**config.mk**
```make
export PLATFORM = sky130hd
export DESIGN_NAME = mips_mc_ctrl_flat
export DESIGN_NICKNAME = d
export VERILOG_FILES = /design/src/rtl/mips_mc_ctrl_if.sv /design/src/rtl/mips_mc_ctrl.sv /design/src/flat_wrapper.sv
export SDC_FILE = /design/constraint.sdc
export NUM_CORES = 1
export LEC_CHECK = 0
export BUFFER_PORTS_ARGS = -buffer_cell sky130_fd_sc_hd__clkbuf_2
export CORE_MARGIN = 2
export CORE_UTILIZATION = 45
export DETAILED_ROUTE_END_ITERATION = 16
export PLACE_DENSITY = 0.82
export SLEW_MARGIN = 0
export SYNTH_ARGS = -nofsm -noshare
export SYNTH_HDL_FRONTEND = slang
export SYNTH_SLANG_ARGS = --single-unit
```
**constraint.sdc**
```tcl
create_clock -name clk -period 3.1 [get_ports clk]
set_input_delay 0.155 -clock clk [delete_from_list [all_inputs] [get_ports clk]]
set_output_delay 0.155 -clock clk [all_outputs]
set_load 0.02 [all_outputs]
```
**src/rtl/mips_mc_ctrl_if.sv**
```systemverilog
// Control-unit <-> datapath/memory bundle for the multi-cycle MIPS controller.
// The controller holds the master modport; the datapath and memory hold the slave modport.
interface mips_mc_ctrl_if;
    // Memory handshake: MemRead/MemWrite is a request held for as long as the
    // controller sits in an access state. mem_ready=1 in a cycle completes the
    // access on that clock edge, and the request drops in the next state.
    logic [5:0] opcode;
    logic [5:0] funct;
    logic       zero;
    logic       overflow;
    logic       mem_ready;
    logic       PcWrite;
    logic       IrWrite;
    logic       MemRead;
    logic       MemWrite;
    logic       IorD;
    logic       RegWrite;
    logic [1:0] RegDst;
    logic [1:0] wd_sel;
    logic       AluSrcA;
    logic [1:0] AluSrcB;
    logic [3:0] AluCtrl;
    logic [1:0] ExtOp;
    logic [2:0] NpcSel;
    logic       err;
    logic [3:0] state;

    modport master (
        input  opcode, funct, zero, overflow, mem_ready,
        output PcWrite, IrWrite, MemRead, MemWrite, IorD, RegWrite, RegDst, wd_sel,
               AluSrcA, AluSrcB, AluCtrl, ExtOp, NpcSel, err, state
    );

    modport slave (
        output opcode, funct, zero, overflow, mem_ready,
        input  PcWrite, IrWrite, MemRead, MemWrite, IorD, RegWrite, RegDst, wd_sel,
               AluSrcA, AluSrcB, AluCtrl, ExtOp, NpcSel, err, state
    );
endinterface

```
**src/rtl/mips_mc_ctrl.sv**
```systemverilog
// Multi-cycle MIPS control FSM with a memory-wait watchdog.
// Optional MC_PERF_CNT_EN adds cycle_cnt/instr_cnt performance counters.
module mips_mc_ctrl #(
    parameter int MAX_WAIT = 16,
    parameter int WAIT_W   = 8
) (
    input  logic                 clk,
    input  logic                 rst,
    mips_mc_ctrl_if.master       bus
`ifdef MC_PERF_CNT_EN
    ,
    output logic [31:0]          cycle_cnt,
    output logic [31:0]          instr_cnt
`endif
);

    typedef enum logic [3:0] {
        S_FETCH  = 4'd0,
        S_DECODE = 4'd1,
        S_MEMADR = 4'd2,
        S_MEMRD  = 4'd3,
        S_MEMWB  = 4'd4,
        S_MEMWR  = 4'd5,
        S_EXEC   = 4'd6,
        S_RWB    = 4'd7,
        S_BRANCH = 4'd8,
        S_JUMP   = 4'd9,
        S_ERR    = 4'd15
    } state_e;

    localparam logic [3:0] ALU_ADD = 4'd0;
    localparam logic [3:0] ALU_SUB = 4'd1;
    localparam logic [3:0] ALU_OR  = 4'd2;
    localparam logic [3:0] ALU_SLT = 4'd3;
    localparam logic [3:0] ALU_LUI = 4'd4;

    state_e            state_q, state_d;
    logic [WAIT_W-1:0] wait_q, wait_d;
    logic              err_q;

    logic is_r, op_lw, op_sw, op_ori, op_lui, op_addi, op_beq, op_j, op_jal;
    logic fn_addu, fn_subu, fn_slt, fn_add, fn_jr, r_alu;
    logic waiting, timeout;

    assign is_r    = (bus.opcode == 6'h00);
    assign op_lw   = (bus.opcode == 6'h23);
    assign op_sw   = (bus.opcode == 6'h2B);
    assign op_ori  = (bus.opcode == 6'h0D);
    assign op_lui  = (bus.opcode == 6'h0F);
    assign op_addi = (bus.opcode == 6'h08);
    assign op_beq  = (bus.opcode == 6'h04);
    assign op_j    = (bus.opcode == 6'h02);
    assign op_jal  = (bus.opcode == 6'h03);
    assign fn_addu = is_r && (bus.funct == 6'h21);
    assign fn_subu = is_r && (bus.funct == 6'h23);
    assign fn_slt  = is_r && (bus.funct == 6'h2A);
    assign fn_add  = is_r && (bus.funct == 6'h20);
    assign fn_jr   = is_r && (bus.funct == 6'h08);
    assign r_alu   = fn_addu || fn_subu || fn_slt || fn_add;

    // The watchdog fires on the MAX_WAIT-th consecutive cycle without mem_ready.
    assign waiting = ((state_q == S_FETCH) || (state_q == S_MEMRD) || (state_q == S_MEMWR))
                     && !bus.mem_ready;
    assign timeout = waiting && (wait_q == WAIT_W'(MAX_WAIT - 1));

    always_ff @(posedge clk or posedge rst) begin
        if (rst) begin
            state_q <= S_FETCH;
            wait_q  <= '0;
            err_q   <= 1'b0;
        end else begin
            state_q <= state_d;
            wait_q  <= wait_d;
            if (state_d == S_ERR) err_q <= 1'b1;
        end
    end

    always_comb begin
        state_d     = state_q;
        bus.PcWrite  = 1'b0;
        bus.IrWrite  = 1'b0;
        bus.MemRead  = 1'b0;
        bus.MemWrite = 1'b0;
        bus.IorD     = 1'b0;
        bus.RegWrite = 1'b0;
        bus.RegDst   = 2'd0;
        bus.wd_sel   = 2'd0;
        bus.AluSrcA  = 1'b0;
        bus.AluSrcB  = 2'd0;
        bus.AluCtrl  = ALU_ADD;
        bus.ExtOp    = 2'd0;
        bus.NpcSel   = 3'd0;
        if (!rst) begin
            case (state_q)
                S_FETCH: begin
                    bus.MemRead = 1'b1;
                    bus.AluSrcB = 2'd1;
                    if (bus.mem_ready) begin
                        bus.IrWrite = 1'b1;
                        bus.PcWrite = 1'b1;
                        state_d     = S_DECODE;
                    end else if (timeout) begin
                        state_d = S_ERR;
                    end
                end
                S_DECODE: begin
                    bus.AluSrcB = 2'd3;
                    bus.ExtOp   = 2'd1;
                    if (op_lw || op_sw)                        state_d = S_MEMADR;
                    else if (r_alu || op_ori || op_lui || op_addi) state_d = S_EXEC;
                    else if (op_beq)                           state_d = S_BRANCH;
                    else if (op_j || op_jal || fn_jr)          state_d = S_JUMP;
                    else                                       state_d = S_ERR;
                end
                S_MEMADR: begin
                    bus.AluSrcA = 1'b1;
                    bus.AluSrcB = 2'd2;
                    bus.ExtOp   = 2'd1;
                    state_d     = op_lw ? S_MEMRD : S_MEMWR;
                end
                S_MEMRD: begin
                    bus.MemRead = 1'b1;
                    bus.IorD    = 1'b1;
                    if (bus.mem_ready) state_d = S_MEMWB;
                    else if (timeout)  state_d = S_ERR;
                end
                S_MEMWB: begin
                    bus.RegWrite = 1'b1;
                    bus.wd_sel   = 2'd1;
                    state_d      = S_FETCH;
                end
                S_MEMWR: begin
                    bus.MemWrite = 1'b1;
                    bus.IorD     = 1'b1;
                    if (bus.mem_ready) state_d = S_FETCH;
                    else if (timeout)  state_d = S_ERR;
                end
                S_EXEC, S_RWB: begin
                    // ALU controls stay up through RWB so overflow reflects this result.
                    if (is_r) begin
                        bus.AluSrcA = 1'b1;
                        bus.AluCtrl = fn_subu ? ALU_SUB : (fn_slt ? ALU_SLT : ALU_ADD);
                    end else if (op_ori) begin
                        bus.AluSrcA = 1'b1;
                        bus.AluSrcB = 2'd2;
                        bus.AluCtrl = ALU_OR;
                    end else if (op_lui) begin
                        bus.AluSrcB = 2'd2;
                        bus.ExtOp   = 2'd2;
                        bus.AluCtrl = ALU_LUI;
                    end else begin
                        bus.AluSrcA = 1'b1;
                        bus.AluSrcB = 2'd2;
                        bus.ExtOp   = 2'd1;
                    end
                    if (state_q == S_EXEC) begin
                        state_d = S_RWB;
                    end else begin
                        bus.RegWrite = !(bus.overflow && (fn_add || op_addi));
                        bus.RegDst   = is_r ? 2'd1 : 2'd0;
                        state_d      = S_FETCH;
                    end
                end
                S_BRANCH: begin
                    bus.AluSrcA = 1'b1;
                    bus.AluCtrl = ALU_SUB;
                    bus.PcWrite = bus.zero;
                    bus.NpcSel  = 3'd1;
                    state_d     = S_FETCH;
                end
                S_JUMP: begin
                    bus.PcWrite = 1'b1;
                    bus.NpcSel  = fn_jr ? 3'd3 : 3'd2;
                    if (op_jal) begin
                        bus.RegWrite = 1'b1;
                        bus.RegDst   = 2'd2;
                        bus.wd_sel   = 2'd2;
                    end
                    state_d = S_FETCH;
                end
                S_ERR:   state_d = S_ERR;
                default: state_d = S_ERR;
            endcase
        end
    end

    always_comb begin
        wait_d = wait_q;
        if (state_d != state_q) wait_d = '0;
        else if (waiting)       wait_d = wait_q + 1'b1;
    end

    assign bus.err   = err_q;
    assign bus.state = state_q;

`ifdef MC_PERF_CNT_EN
    logic [31:0] cycle_cnt_q, instr_cnt_q;

    always_ff @(posedge clk or posedge rst) begin
        if (rst) begin
            cycle_cnt_q <= '0;
            instr_cnt_q <= '0;
        end else begin
            if (state_q != S_ERR) cycle_cnt_q <= cycle_cnt_q + 32'd1;
            if ((state_q != S_FETCH) && (state_d == S_FETCH)) instr_cnt_q <= instr_cnt_q + 32'd1;
        end
    end

    assign cycle_cnt = cycle_cnt_q;
    assign instr_cnt = instr_cnt_q;
`endif

endmodule
```
**src/flat_wrapper.sv**
```systemverilog
// flat-port wrapper written by rule: the top's interface ports become plain ports
module mips_mc_ctrl_flat 
#(
    parameter int MAX_WAIT = 16,
    parameter int WAIT_W   = 8
)
  (clk, rst, bus_opcode, bus_funct, bus_zero, bus_overflow, bus_mem_ready, bus_PcWrite, bus_IrWrite, bus_MemRead, bus_MemWrite, bus_IorD, bus_RegWrite, bus_RegDst, bus_wd_sel, bus_AluSrcA, bus_AluSrcB, bus_AluCtrl, bus_ExtOp, bus_NpcSel, bus_err, bus_state);
  mips_mc_ctrl_if bus_i ();
  input  logic clk;
  input  logic rst;
  input wire logic [$bits(bus_i.opcode)-1:0] bus_opcode;
  input wire logic [$bits(bus_i.funct)-1:0] bus_funct;
  input wire logic [$bits(bus_i.zero)-1:0] bus_zero;
  input wire logic [$bits(bus_i.overflow)-1:0] bus_overflow;
  input wire logic [$bits(bus_i.mem_ready)-1:0] bus_mem_ready;
  output wire logic [$bits(bus_i.PcWrite)-1:0] bus_PcWrite;
  output wire logic [$bits(bus_i.IrWrite)-1:0] bus_IrWrite;
  output wire logic [$bits(bus_i.MemRead)-1:0] bus_MemRead;
  output wire logic [$bits(bus_i.MemWrite)-1:0] bus_MemWrite;
  output wire logic [$bits(bus_i.IorD)-1:0] bus_IorD;
  output wire logic [$bits(bus_i.RegWrite)-1:0] bus_RegWrite;
  output wire logic [$bits(bus_i.RegDst)-1:0] bus_RegDst;
  output wire logic [$bits(bus_i.wd_sel)-1:0] bus_wd_sel;
  output wire logic [$bits(bus_i.AluSrcA)-1:0] bus_AluSrcA;
  output wire logic [$bits(bus_i.AluSrcB)-1:0] bus_AluSrcB;
  output wire logic [$bits(bus_i.AluCtrl)-1:0] bus_AluCtrl;
  output wire logic [$bits(bus_i.ExtOp)-1:0] bus_ExtOp;
  output wire logic [$bits(bus_i.NpcSel)-1:0] bus_NpcSel;
  output wire logic [$bits(bus_i.err)-1:0] bus_err;
  output wire logic [$bits(bus_i.state)-1:0] bus_state;
  assign bus_i.opcode = bus_opcode;
  assign bus_i.funct = bus_funct;
  assign bus_i.zero = bus_zero;
  assign bus_i.overflow = bus_overflow;
  assign bus_i.mem_ready = bus_mem_ready;
  assign bus_PcWrite = bus_i.PcWrite;
  assign bus_IrWrite = bus_i.IrWrite;
  assign bus_MemRead = bus_i.MemRead;
  assign bus_MemWrite = bus_i.MemWrite;
  assign bus_IorD = bus_i.IorD;
  assign bus_RegWrite = bus_i.RegWrite;
  assign bus_RegDst = bus_i.RegDst;
  assign bus_wd_sel = bus_i.wd_sel;
  assign bus_AluSrcA = bus_i.AluSrcA;
  assign bus_AluSrcB = bus_i.AluSrcB;
  assign bus_AluCtrl = bus_i.AluCtrl;
  assign bus_ExtOp = bus_i.ExtOp;
  assign bus_NpcSel = bus_i.NpcSel;
  assign bus_err = bus_i.err;
  assign bus_state = bus_i.state;
  mips_mc_ctrl #(.MAX_WAIT(MAX_WAIT), .WAIT_W(WAIT_W)) u_core (.clk(clk), .rst(rst), .bus(bus_i));
endmodule
```
==> out/qor.yml, run 1 <==
rsz0062_at_grt: "no"
coreArea_mm2: 0.00308
rows: 20
antenna_found_initial: 0
syn_inst: 196
fin_skew_ps: 1.01
start_util_pct: 47.6
dp_slack_ps: 421
grt_use_total_pct: 21.9
fin_crit_sh_pct: 86.9
clk_path_buf_depth: 2
overflow: 0
cp.arrival_ps: 2800
yosysWarnings: 0
synth.most_common_cell: "nor2_1"
routedWlPerCell_um: 14.1
n_fill_cell: 321
ys_seq_area_share_pct: 22.2
synth.distinct_cells: 56
clkSinkCount: 13
peakVddDrop_uv: 234
synth_async_sr_flop_share_pct: 100
drt_first_pass_iters: 4
htreeDepth: 1
grt_max_degree: 26
tritoncts: "done"
synth_top_cells_by_count: "nor2_1, dfrtp_1, nor3_1, nor4_1, nand2_1"
dieArea_mm2: 0.00373
synth_area_leaders: "dfrtp_1, nor4_1, nor2_1"
cts_buffers: 3
dp.cells: 273
cp-start-kind: "register"
finalSetupTns_ps: 0
yosysTopAreaCellShare_pct: 22.2
clock-root-buffer: "clkbuf_4"
worst_pin_slew_ps: 923
reg2reg_slack_ps: 410
drv_slew: 0
path_clk_slew_ps: 70
cts_resized: 0
crit_path_end_kind: "register"
leakage_nw: 0.752
post_cts_buffers: 0
ys.flop_type: "dfrtp_1"
routabilityCongestion: 0.891
cp_max_fo: 20
place_area_mm2: 0.00170
hold_viol: 0
rr_worst_depth: 6
synth_edf_count: 0
synthToLayoutAreaGrowth_pct: 17.8
routed_wl_mm: 3.90
finish.instance_area_mm2: 0.00173
ant_nets: 0
hp-class: "input port to async pin"
antenna_cells: 0
grt_pass1_vias: 1322
final_cells: 277
drive_gt1_share_pct: 25.3
slew_headroom_pct: 38.1
avgSynthCellArea_um2: 7.48
synth-seq-cells: 13
boundaryPins: 44
viasPerCell: 5.91
yosysTopAreaCell: "dfrtp_1"
cap_viol_max_count: 0
status: "complete, no violations"
numPortBuffers: 41
report.final.setup_viol: 0
drc_errors: 0
num-nets-final: 252
fp.dieW_um: 61.1
holdBufCountCts: 0
critical_path_class: "register to register"
required_ps: 3210
r2r-start: "u_core.bus.state[3]"
dp_hpwl_mm: 3.01
syn_area_mm2: 0.00147
clkLatencyLatePin_ps: 270
final.setup.worst_slack_ps: 406
die_y_um: 61.1
drtIter0Drc: 129
grt_pass1_wl_mm: 6.19
power_density_mw_per_mm2: 686
via_count: 1637
r2r_end: "u_core.wait_q[7]"
min_period_ps: 2690
fmax_mhz: 371
critical path: stages, from the launching register on:
cell and delay (ps):
dfrtp_1 580, or4b_4 580, o21bai_1 190, o22ai_1 170, nor3_1 110, a211oi_1 770
nor4_1 140
layer usage:
| layer | global-route usage (%) | vias to the layer above | routed length, um |
|---|---|---|---|
| met5 | 0 | - | 0 |
| met4 | 1.86 | 0 | 0 |
| met3 | 3.78 | 0 | 240 |
| met2 | 35.7 | 53 | 1900 |
| met1 | 31.8 | 772 | 1770 |
| li1 | - | 812 | - |
layout by cell type (no fill, tap or decap), drive strengths merged, types with 3 or more instances in the layout:
cell    netlist  routed
xor2          6       6
and3          8       8
nor4b         3       3
buf           8       6
nor2b         4       4
and2          5       5
clkbuf        7      45
or2           3       3
nand3         3       3
nand4         4       4
nor2         18      18
or3           4       4
nor4         11      11
a31o          3       3
inv           6       6
nand2b        4       4
o21ai         9       9
a21oi         9       9
nand2        10      10
nor3         11      11
dfrtp        13      13
o22ai         3       3
o31a          3       3
or4           3       3
xnor2         4       4
cell type report:
cell class              instances  area (um^2)  share of cell area, %
multi-input cells             163         1050                   60.7
flip-flops and latches         13          325                   18.8
repair buffers                 47          250                   14.5
well taps                      44         55.1                   3.19
clock buffers                   4         26.3                   1.52
inverters                       6         22.5                   1.30
sequential cells by signal, indices dropped and copies added, names as in the netlist:
| register | cells |
|---|---|
| u_core.bus.state | 4 |
| u_core.wait_q | 8 |
| u_core.bus.err | 1 |
metrics by stage:
stage                     power [mW]  hold slack, ps  utilization [%]
after floorplan                0.874             270                -
after global placement          1.07             431             55.3
after detailed placement        1.08             436             55.3
after CTS                       1.18             138             56.1
after global routing            1.29             182             56.1
final                           1.18             150             56.1
worst max path at each step:
stage | endpoint | startpoint | cells past startpoint | slack (ps)
finish | u_core.wait_q[7] | u_core.bus.state[3] | 6 | 410
global route | u_core.wait_q[4] | u_core.bus.state[3] | 6 | 180
CTS | u_core.wait_q[7] | u_core.bus.state[3] | 6 | 400
detailed placement | u_core.wait_q[7] | u_core.bus.state[3] | 6 | 420
global placement | u_core.wait_q[3] | u_core.bus.state[3] | 6 | 460
floorplan | u_core.wait_q[0] | u_core.bus.state[2] | 7 | 660
cell families after synthesis:
logic type | synth area share [%]
xor+xnor | 5.97
other cells | 0.256
compound gates | 23.0
buf+inv | 6.57
fa+ha+maj | 0.853
flops | 22.2
mux | 1.37
simple gates | 39.8
where the power goes:
| part | internal [mW] | total (mW) | switching, mW |
|---|---|---|---|
| clock | 0.0498 | 0.0996 | 0.0498 |
| combinational | 0.307 | 0.801 | 0.494 |
| sequential | 0.201 | 0.285 | 0.0831 |
Note: power is estimated with default switching activity, not from simulation.
==> run 2, diff against run 1 <==
Settings changed: BUFFER_PORTS_ARGS -buffer_cell sky130_fd_sc_hd__clkbuf_2 to unset, DONT_BUFFER_PORTS set to 1, PLACE_DENSITY 0.82 to 0.71.
==> run 2 against run 1 <==
  * Worst setup slack got worse by 140 ps
  * Worst hold slack got worse by 77 ps
  * Clock skew rose by 5.5 ps
  * Routed wire length increased by 6.3%
  * Fmax is 4.8% lower
  * Total power fell by 2.0%
  * Sequential power is 8.1% higher
  * Final area down 10%
  * Register-to-register slack got worse by 140 ps
  * Highest routed layer is now met4
==> out/qor.yml, run 2 (synthesized netlist as in run 1, its figures left out) <==
power_density_mw_per_mm2: 747  # was 686 mW/mm^2
clock-root-buffer: "clkbuf_4"  # unchanged
cts_buffers: 3  # unchanged
num-nets-final: 215  # was 252
routed_wl_mm: 4.15  # was 3.90 mm
drtIter0Drc: 84  # was 129
min_period_ps: 2830  # was 2690 ps
drv_slew: 0  # unchanged
critPathLaunch: "u_core.bus.state[2]"  # was u_core.bus.state[3]
required_ps: 3210  # about the same
met3_usage_pct: 2.31  # was 3.78%
finalSetupTns_ps: 0  # unchanged
numPortBuffers: 0  # was 41
routabilityCongestion: 0.949  # was 0.891
cp_top_family: "compound AO/OA/AOI/OAI gates"  # unchanged
report.final.setup_viol: 0  # unchanged
rows: 20  # unchanged
largest_reg_flops: 8  # unchanged
hold_start: "rst"
fin_crit_sh_pct: 91.3  # was 86.9%
grt_max_degree: 22  # was 26
utilization_pct: 50.5  # was 56.1%
final_cell_mix: "nor2_1, dfrtp_1, nor3_1, nor4_1, nand2_1"  # was clkbuf_2, nor2_1, dfrtp_1, nor3_1, nor4_1
drive_gt1_share_pct: 10.7  # was 25.3%
cp_cell_sequence: "or4b_4 > o21bai_1 > o22ai_1 > nor3_1 > a211oi_1 > nor4_1"  # unchanged
grt-busiest-layer: "met2"  # unchanged
rsz0062_at_grt: "no"  # unchanged
hp-class: "input port to register"  # was input port to async pin
drc_errors: 0  # unchanged
die_y_um: 61.1  # unchanged
routedWlPerCell_um: 17.3  # was 14.1 um
clkLatencyLatePin_ps: 280  # was 270 ps
cp.arrival_ps: 2940  # was 2800 ps
reg2reg_slack_ps: 270  # was 410 ps
clk_path_buf_depth: 2  # unchanged
antenna_cells: 0  # unchanged
slew_headroom_pct: 30.7  # was 38.1%
coreArea_mm2: 0.00308  # unchanged
met1_usage_pct: 27.2  # was 31.8%
dieArea_mm2: 0.00373  # unchanged
worstSetupEndpoint: "u_core.wait_q[6]"  # was u_core.wait_q[7]
drt_first_pass_iters: 4  # unchanged
dp_hpwl_mm: 3.21  # was 3.01 mm
leakage_nw: 0.593  # was 0.752 nW
boundaryPins: 44  # unchanged
antenna_found_initial: 0  # unchanged
rr_worst_depth: 6  # unchanged
fp.dieW_um: 61.1  # unchanged
worst_pin_slew_ps: 1030  # was 923 ps
clkSinkCount: 13  # unchanged
n_fill_cell: 317  # was 321
critical_path.max_stage_delay_ps: 830  # was 770 ps
peakVddDrop_uv: 313  # was 234 uV
ant_nets: 0  # unchanged
r2r-start: "u_core.bus.state[2]"  # was u_core.bus.state[3]
fin_skew_ps: 6.56  # was 1.01 ps
grt_pass1_wl_mm: 6.18  # was 6.19 mm
registers.top_by_ff_count: "u_core.wait_q"  # unchanged
start_util_pct: 47.6  # unchanged
hold_viol: 0  # unchanged
post_cts_buffers: 0  # unchanged
cp_slowest_cell: "a211oi_1"  # unchanged
htreeDepth: 1  # unchanged
path_clk_slew_ps: 80  # was 70 ps
worst-path-buf-inv: 0  # unchanged
cp-start-kind: "register"  # unchanged
fmax_mhz: 353  # was 371 MHz
overflow: 0  # unchanged
cap_viol_max_count: 0  # unchanged
layout_commonest_cell: "nor2_1"  # was clkbuf_2
critical_path_class: "register to register"  # unchanged
r2r_end: "u_core.wait_q[6]"  # was u_core.wait_q[7]
cp_num_cells: 6  # unchanged
total_power_mw: 1.16  # was 1.18 mW
via_count: 1538  # was 1,637
synthToLayoutAreaGrowth_pct: 6.06  # was 17.8%
grt_pass1_vias: 1351  # was 1,322
tritoncts: "done"  # unchanged
grt_use_met2_pct: 38.3  # was 35.7%
grt_use_total_pct: 21.9  # about the same
viasPerCell: 6.41  # was 5.91
cp_max_fo: 21  # was 20
crit_path_end_kind: "register"  # unchanged
status: "complete, no violations"  # unchanged
==> run 2: how the worst min path moves through the flow <==
stage / slack, ps / cells past startpoint / end
after CTS: 60 / 2 / u_core.bus.state[1]
final: 70 / 2 / u_core.bus.state[1]
after detailed placement: 140 / 1 / u_core.bus.state[1]
after global routing: 70 / 2 / u_core.bus.state[1]
after floorplan: 270 / 2 / u_core.bus.err
after global placement: 130 / 1 / u_core.bus.err
==> run 2: area by class of cell <==
class | count | area, um^2 | area share, %
Multi-Input combinational cell | 163 | 1050 | 67.4
Tap cell | 44 | 55.1 | 3.54
Sequential cell | 13 | 325 | 20.9
Timing Repair Buffer | 10 | 77.6 | 4.99
Inverter | 6 | 22.5 | 1.45
Clock buffer | 4 | 26.3 | 1.69
==> run 2: power breakdown <==
group / internal, mW / leakage, nW / switching [mW] / total [mW]
registers: 0.201 / 0.165 / 0.107 / 0.308
logic: 0.289 / 0.413 / 0.461 / 0.750
clock network: 0.0500 / 0.0150 / 0.0537 / 0.104
==> run 2: metrics by stage <==
| step | instances | hold slack [ps] | area [um^2] | setup WS (ps) |
|---|---|---|---|---|
| CTS | 240 | 63.1 | 1560 | 309 |
| finish | 240 | 72.5 | 1560 | 268 |
| detailed placement | 235 | 139 | 1520 | 335 |
| global placement | 235 | 130 | 1520 | 445 |
| global route | 240 | 67.8 | 1560 | 107 |
| floorplan | 197 | 270 | 1470 | 657 |
==> run 2: what timing repair did <==
item | CTS | global route
hold buffers | 1 | 0
resized for setup | 0 | 0
hold endpoints to repair | 14 | 0
==> run 2: routing by layer <==
layer / vias to the layer above / wire length, um
li1: 737 / -
met1: 726 / 1730
met2: 64 / 2040
met3: 11 / 268
met4: 0 / 116
met5: - / 0
==> run 2: worst reg2reg max path: stages (launching register included) <==
cell and delay (ps):
dfrtp_1 590, or4b_4 610, o21bai_1 200, o22ai_1 200, nor3_1 90, a211oi_1 830, nor4_1 140
